==> config.mk <==
export PLATFORM = sky130hd
export DESIGN_NAME = pinky_decode_stage
export DESIGN_NICKNAME = d
export VERILOG_FILES = /design/src/rtl/pinky_decode_stage.sv
export SDC_FILE = /design/constraint.sdc
export NUM_CORES = 1
export LEC_CHECK = 0
export BUFFER_PORTS_ARGS = -buffer_cell sky130_fd_sc_hd__buf_2
export CAP_MARGIN = 40
export CORE_ASPECT_RATIO = 0.7
export CORE_MARGIN = 8
export CORE_UTILIZATION = 25
export CTS_CLUSTER_DIAMETER = 200
export DETAILED_ROUTE_END_ITERATION = 16
export PLACE_DENSITY_LB_ADDON = 0.08
export SLEW_MARGIN = 0
export SYNTH_ARGS = -nofsm -noshare
export SYNTH_HDL_FRONTEND = slang
export SYNTH_SLANG_ARGS = --single-unit
==> constraint.sdc <==
create_clock -name clk -period 2.11 [get_ports clk]
set_input_delay 0.211 -clock clk [delete_from_list [all_inputs] [get_ports clk]]
set_output_delay 0.211 -clock clk [all_outputs]
set_load 0.02 [all_outputs]
==> src/rtl/pinky_decode_stage.sv <==
// Decode/register-read stage: absorbs prefix words, builds op2, owns the register file.
// Define PINKY_DECODE_BYPASS_EN to forward same-cycle write-back data to register reads.
module pinky_decode_stage #(
    parameter int unsigned DATA_WIDTH = 16,
    parameter int unsigned NREGS      = 16
) (
    input  logic                  clk,
    input  logic                  reset,
    input  logic                  flush,
    input  logic                  in_valid,
    output logic                  in_ready,
    input  logic [15:0]           in_ir,
    input  logic [DATA_WIDTH-1:0] in_pc,
    input  logic                  wb_en,
    input  logic [3:0]            wb_dest,
    input  logic [DATA_WIDTH-1:0] wb_data,
    output logic                  out_valid,
    input  logic                  out_ready,
    output logic [DATA_WIDTH-1:0] out_pc,
    output logic [6:0]            out_op_cc,
    output logic [3:0]            out_dest,
    output logic [DATA_WIDTH-1:0] out_rd,
    output logic [DATA_WIDTH-1:0] out_op2,
    output logic                  pre_pending
);

    logic [DATA_WIDTH-1:0] rf_q [NREGS];
    logic [11:0]           prefix_q, prefix_d;
    logic                  pre_pending_q, pre_pending_d;
    logic                  out_valid_q, out_valid_d;
    logic [DATA_WIDTH-1:0] out_pc_q, out_rd_q, out_op2_q;
    logic [6:0]            out_op_cc_q;
    logic [3:0]            out_dest_q;

    logic                  accept, is_pre, load_bundle;
    logic [DATA_WIDTH-1:0] rd_val, op2_reg_val, op2_d;
    logic [15:0]           imm_ext;

    assign in_ready    = !out_valid_q || out_ready;
    assign accept      = in_valid && in_ready && !flush;
    assign is_pre      = (in_ir[15:14] == 2'b11);
    assign load_bundle = accept && !is_pre;

    // Unimplemented indices fall through the loop and read as zero.
    always_comb begin
        rd_val      = '0;
        op2_reg_val = '0;
        for (int i = 0; i < NREGS; i++) begin
`ifdef PINKY_DECODE_BYPASS_EN
            if (in_ir[7:4] == 4'(i)) begin
                rd_val = (wb_en && wb_dest == 4'(i)) ? wb_data : rf_q[i];
            end
            if (in_ir[3:0] == 4'(i)) begin
                op2_reg_val = (wb_en && wb_dest == 4'(i)) ? wb_data : rf_q[i];
            end
`else
            if (in_ir[7:4] == 4'(i)) rd_val = rf_q[i];
            if (in_ir[3:0] == 4'(i)) op2_reg_val = rf_q[i];
`endif
        end
    end

    always_comb begin
        imm_ext = {prefix_q, in_ir[3:0]};
        if (!in_ir[8]) begin
            op2_d = op2_reg_val;
        end else if (pre_pending_q) begin
            op2_d = DATA_WIDTH'($signed(imm_ext));
        end else begin
            op2_d = DATA_WIDTH'($signed(in_ir[3:0]));
        end
    end

    always_comb begin
        prefix_d      = prefix_q;
        pre_pending_d = pre_pending_q;
        out_valid_d   = out_valid_q;
        if (flush) begin
            out_valid_d   = 1'b0;
            pre_pending_d = 1'b0;
        end else if (accept && is_pre) begin
            // Accept implies the slot is empty or draining, so no bundle remains.
            prefix_d      = in_ir[11:0];
            pre_pending_d = 1'b1;
            out_valid_d   = 1'b0;
        end else if (accept) begin
            out_valid_d = 1'b1;
            if (in_ir[8]) pre_pending_d = 1'b0;
        end else if (out_ready) begin
            out_valid_d = 1'b0;
        end
    end

    always_ff @(posedge clk or negedge reset) begin
        if (!reset) begin
            prefix_q      <= '0;
            pre_pending_q <= 1'b0;
            out_valid_q   <= 1'b0;
            out_pc_q      <= '0;
            out_op_cc_q   <= '0;
            out_dest_q    <= '0;
            out_rd_q      <= '0;
            out_op2_q     <= '0;
            for (int i = 0; i < NREGS; i++) rf_q[i] <= '0;
        end else begin
            prefix_q      <= prefix_d;
            pre_pending_q <= pre_pending_d;
            out_valid_q   <= out_valid_d;
            if (load_bundle) begin
                out_pc_q    <= in_pc;
                out_op_cc_q <= in_ir[15:9];
                out_dest_q  <= in_ir[7:4];
                out_rd_q    <= rd_val;
                out_op2_q   <= op2_d;
            end
            for (int i = 0; i < NREGS; i++) begin
                if (wb_en && wb_dest == 4'(i)) rf_q[i] <= wb_data;
            end
        end
    end

    assign out_valid   = out_valid_q;
    assign pre_pending = pre_pending_q;
    assign out_pc      = out_pc_q;
    assign out_op_cc   = out_op_cc_q;
    assign out_dest    = out_dest_q;
    assign out_rd      = out_rd_q;
    assign out_op2     = out_op2_q;

endmodule

# Word level (Yosys, flattened, before mapping)
# Cells that the tools add are included.
dict set report word_totals {
  register_bits 329
  elab_cells 145
}
dict set report op_classes {
  eq_ne 46
  muxes 42
  bitwise 1
  n_reduce_logical 32
}
# cell count
set ops {}
lappend ops {{$mux W16} 34}
lappend ops {{$eq A4 B4 Y1 const B} 24}
lappend ops {{$eq A4 B3 Y1 const B} 12}
lappend ops {{$eq A4 B2 Y1 const B} 6}
lappend ops {{$logic_and A1 B1 Y1} 20}
lappend ops {{$eq A4 B1 Y1 const B} 3}
lappend ops {{$logic_not A4 Y1} 3}
lappend ops {{$mux W1} 8}
lappend ops {{$reduce_bool A3 Y1} 2}
lappend ops {{$reduce_and A2 Y1} 2}
lappend ops {{$reduce_bool A4 Y1} 1}
lappend ops {{$logic_not A1 Y1} 3}
lappend ops {{$eq A2 B2 Y1 const B} 1}
lappend ops {{$logic_or A1 B1 Y1} 1}
lappend ops {{$not A1 Y1} 1}

# Depth between registers and ports, before layout
dict set report depth {
  word_depth 18
  ltp_mapped 9
  mapped_depth_nobuf 5
}

# Least setup slack after synthesis
# Ideal clock, no wire load.
dict set report synth_path {
  path_kind {register to register}
  startpoint {register out_valid_q, in the netlist out_valid}
  endpoint {register prefix_q[10]}
  setup_ns 0.125
  arrival_ns 1.876
  path_slack_ns 0.109
  path_stages_with_launch 7
  n_path_buf 1
  cell_sequence {dfrtp_1 -> nand2b_1 -> nand2_1 -> or2_2 -> nor2_1 -> buf_2 -> mux2_2}
}
dict set report synth_between {
  elab_chain_cells 6
}
# item line_no
set synth_rtl {}
lappend synth_rtl {{start, declared} 30} ;# logic out_valid_q, out_valid_d;
lappend synth_rtl {{start signal, assigned} 108} ;# out_valid_q <= out_valid_d;
lappend synth_rtl {{$logic_not A1 Y1} 39} ;# assign in_ready = !out_valid_q || out_ready;
lappend synth_rtl {{$logic_or A1 B1 Y1} 39}
lappend synth_rtl {{via in_ready} 11} ;# output logic in_ready,
lappend synth_rtl {{$logic_and A1 B1 Y1 (2 in series)} 40} ;# assign accept = in_valid && in_ready && !flush;
lappend synth_rtl {{$logic_and A1 B1 Y1} 81} ;# end else if (accept && is_pre) begin
lappend synth_rtl {{$reduce_and A2 Y1 (no source line)} -}
lappend synth_rtl {{end signal, assigned} 106} ;# prefix_q <= prefix_d;
lappend synth_rtl {{end, declared} 28} ;# logic [11:0] prefix_q, prefix_d;
# The timed path passes the listed nets, and every way through them passes these cells.
# A chain may end at the register's enable or synchronous reset.

# Final worst setup path
dict set report layout_path {
  startpoint {register rf_q[221] (netlist bit)}
  endpoint {register out_rd_q[13], in the netlist out_rd[13]}
}
dict set report layout_between {
  elab_chain_cells 14
}
# item line_no
set layout_rtl {}
lappend layout_rtl {{start, declared} 27} ;# logic [DATA_WIDTH-1:0] rf_q [NREGS];
lappend layout_rtl {{start signal, assigned by index} 117} ;# if (wb_en && wb_dest == 4'(i)) rf_q[i] <= wb_data;
lappend layout_rtl {{$mux W16 (14 in series)} 57} ;# if (in_ir[7:4] == 4'(i)) rd_val = rf_q[i];
lappend layout_rtl {{end signal, assigned} 113} ;# out_rd_q <= rd_val;
lappend layout_rtl {{end, declared} 31} ;# logic [DATA_WIDTH-1:0] out_pc_q, out_rd_q, out_op2_q;
# No other way between the ends.

==> flow_summary.json <==
{
  "status": "completed",
  "clockRootBuffer": "clkbuf_16",
  "worstSetupEndpoint": "out_rd[13]",
  "dieArea_sq_um": 81300,
  "routed_via_density": 5.22,
  "worst-path-stages": 4,
  "clk-insertion-delay-late_ns": 0.59,
  "synth_fa_ha_area_frac": 0,
  "placed_cells": 2752,
  "slew_headroom": 0.537,
  "drc_errors": 0,
  "slowest_stage": "mux4_2",
  "routabilityCongestion": 0.847,
  "overflow": 0,
  "ys_seq_elements": 329,
  "netlist_area_sq_um": 18100,
  "hold_class": "in -> reg",
  "avgRoutedWirePerCell_um": 28.3,
  "fin_skew_ns": 0.0180,
  "final_area_sq_um": 23000,
  "clkSlewWorstSetupHoldPaths_ns": 0.06,
  "critPathMaxStageDelay_ns": 0.50,
  "final_util": 0.321,
  "wl_met3_um": 4050,
  "top_layer": "met4",
  "htree_num_levels": 2,
  "vdd_drop_max_uv": 551,
  "cp_max_fo": 3,
  "rows": 82,
  "synth-xor-area-share": 0,
  "synth-simple-area-share": 0.103,
  "sw_frac_of_total": 0.318,
  "clkSinkCount": 329,
  "dp_hpwl_um": 56000,
  "die_x_um": 337,
  "met2_length_um": 35200,
  "antenna_left": 0,
  "finalCritPeriodShare": 0.945,
  "synth-async-reset-ratio": 1.00,
  "comb_power_share": 0.230,
  "pwr_density_cell_nw_per_um2": 943,
  "core_area_sq_um": 71600,
  "drt-pass1-iter-count": 5,
  "synthFlopType": "dfrtp_1",
  "cp_top_family": "compound AO/OA/AOI/OAI gates",
  "drt_iter0_drc": 1514,
  "fin_tns_setup_ns": 0,
  "totalWireLength_um": 80800,
  "vias": 14894,
  "p_int_mw": 14.8,
  "rsz0062_at_grt": "no",
  "fin_cells": 2852,
  "power_switching_mw": 6.88,
  "synth_compound_area_frac": 0.139,
  "drive_above_1_share": 0.403,
  "grt_pass1_wl_um": 116000,
  "grt_antenna_before_repair": 2,
  "start_util": 0.252,
  "port_buffers": 119,
  "cts_buffers": 40,
  "pwr-share-clk": 0.347,
  "seq_area_frac_synth": 0.455,
  "worst-path-buf-inv": 0,
  "syn_inst": 1618,
  "end_kind": "register",
  "met1Wirelength_um": 39100,
  "hold_viol_final": 0,
  "min_period_ns": 1.99,
  "synth_cell_type_count": 65,
  "grt_max_degree": 52,
  "power_mw": 21.7,
  "cts_tree": "done",
  "synth_edf_count": 0,
  "muxShareOfSynthArea": 0.261,
  "timing.rr.end": "out_rd[13]",
  "reg2reg_setup_slack_ns": 0.12,
  "post_dp_cell_area_sq_um": 21300,
  "drv_slew": 0,
  "area_growth_pct": 27.0,
  "critPathLaunch": "rf_q[221]",
  "worstSetupStartpointType": "register",
  "worstMarginPinSlew_ns": 0.694,
  "n_antenna_cell": 0,
  "cp_data_arrival_time_ns": 2.46,
  "clock_path_buffers": 3,
  "worstSetupPathType": "reg -> reg",
  "worst_r2r_path_depth": 4,
  "p_leak_nw": 9.73,
  "rr_startpoint": "rf_q[221]",
  "crit_chain": "mux4_2, a2111oi_2, o32ai_1, a221o_1",
  "chipHeight_um": 241,
  "grt_pass1_vias": 14948,
  "setup_viol": 0,
  "crit_required_ns": 2.58,
  "track_usage": 0.196,
  "cap_violations": 0,
  "syn_avg_cell_area_sq_um": 11.2,
  "max_freq_ghz": 0.502,
  "nets": 1913,
  "seq_power_share": 0.423,
  "synth_top_family_by_area": "multiplexers",
  "pin_count": 120,
  "synth.net_count": 1676,
  "yosysWarnings": 0,
  "fillers": 7431
}
==> cells in the mapped netlist (all sizes together) (17+ instances only) <==
cell type  number  area share
inv            17      0.0035
or3            17      0.0059
clkbuf         67       0.014
nand3          18      0.0050
a211oi         28       0.012
o32ai          17      0.0082
a21oi          71       0.020
nor3           34      0.0094
nor2           70       0.015
dfrtp         329        0.46
buf            80       0.024
mux2          312        0.19
a221o          20       0.011
mux2i          37       0.020
nand2b         18      0.0062
o22ai          28      0.0097
mux4           37       0.046
o21ai          71       0.020
nand2         129       0.027
nor2b          20      0.0069
==> cell type report <==
cell class	count	area, sq um	area share
Clock buffer	54	1160	0.0504
Clock inverter	19	249	0.0108
Inverter	19	71.3	0.00311
Multi-Input combinational cell	1123	9120	0.397
Sequential cell	329	8230	0.359
Tap cell	966	1210	0.0526
Timing Repair Buffer	342	2920	0.127
==> how the worst min path moves through the flow <==
stage                 from          end  slack (ns)  cells past startpoint
6_report        wb_data[6]    rf_q[134]        0.05                      3
5_1_grt         wb_data[6]    rf_q[134]        0.05                      3
4_1_cts        wb_data[10]     rf_q[74]       0.007                      3
3_5_place_dp         reset   out_op2[5]        0.16                      1
3_3_place_gp         reset    rf_q[213]        0.16                      1
2_1_floorplan        reset  out_dest[0]       -0.08                      0
==> power groups by stage <==
stage	sequential (mW)	clock, mW	combinational [mW]
finish	9.16	7.53	4.98
global route	9.34	7.99	5.40
CTS	9.13	7.73	5.01
detailed placement	9.22	0	4.96
global placement	9.26	0	4.90
floorplan	8.87	0	2.97
==> metrics by stage <==
step	worst slack, ns	hold slack [ns]
final	0.116	0.0453
after CTS	0.112	0.00656
after detailed placement	-0.288	0.157
after global routing	0.0418	0.0507
after global placement	-0.235	0.156
after floorplan	0.109	-0.0846
==> repair_timing <==
| item | in CTS | in global routing |
|---|---|---|
| hold endpoints to repair | 335 | 0 |
| hold buffers | 27 | 0 |
| setup buffers | 0 | 0 |
| gates resized for setup | 0 | 0 |
==> flip-flops by register name, summed over array words and instances (netlist names) <==
signal,count
out_dest,4
out_op2,16
out_op_cc,7
out_pc,16
out_rd,16
out_valid,1
pre_pending,1
prefix_q,12
rf_q,256
==> cell families (layout without fill, tap and decap cells) <==
group                  count (synthesis)  after routing
muxes                                386            386
and+or+nand+nor                      379            379
AOI/OAI and AO/OA                    358            358
DFF                                  329            329
buffers and inverters                166            434
==> layout by cell type (no fill, tap or decap), types with 14 or more instances in the layout <==
master,synthesis,routed
nor2b_1,20,18
o22ai_1,28,28
a21oi_1,71,71
buf_2,64,114
mux2i_1,37,37
dlygate4sd3_1,0,27
clkbuf_16,0,42
o32ai_1,17,17
a211oi_1,28,28
a221o_1,20,20
nor2_1,69,59
o21ai_0,71,71
dfrtp_1,329,329
buf_12,0,45
and2_1,14,14
or3_1,17,17
o221ai_1,16,16
o21a_1,14,14
and3_1,16,16
nand2_1,129,129
nor3_1,34,34
mux2_2,312,312
inv_1,17,17
buf_4,8,155
nand3_1,18,18
mux4_2,37,37
nand2b_1,18,18
==> worst register-to-register path: cells and delay by family, from the launching register on <==
| kind | cells | cell delay (ns) |
|---|---|---|
| muxes | 1 | 0.50 |
| AOI/OAI and AO/OA | 3 | 0.96 |
| DFF | 1 | 0.42 |
==> metal layers <==
metal  up-vias  GRT usage
li1       6554          -
met1      7709      0.290
met2       506      0.293
met3       125     0.0290
met4         0     0.0606
met5         -          0
Power figures use the tool's default switching activity.
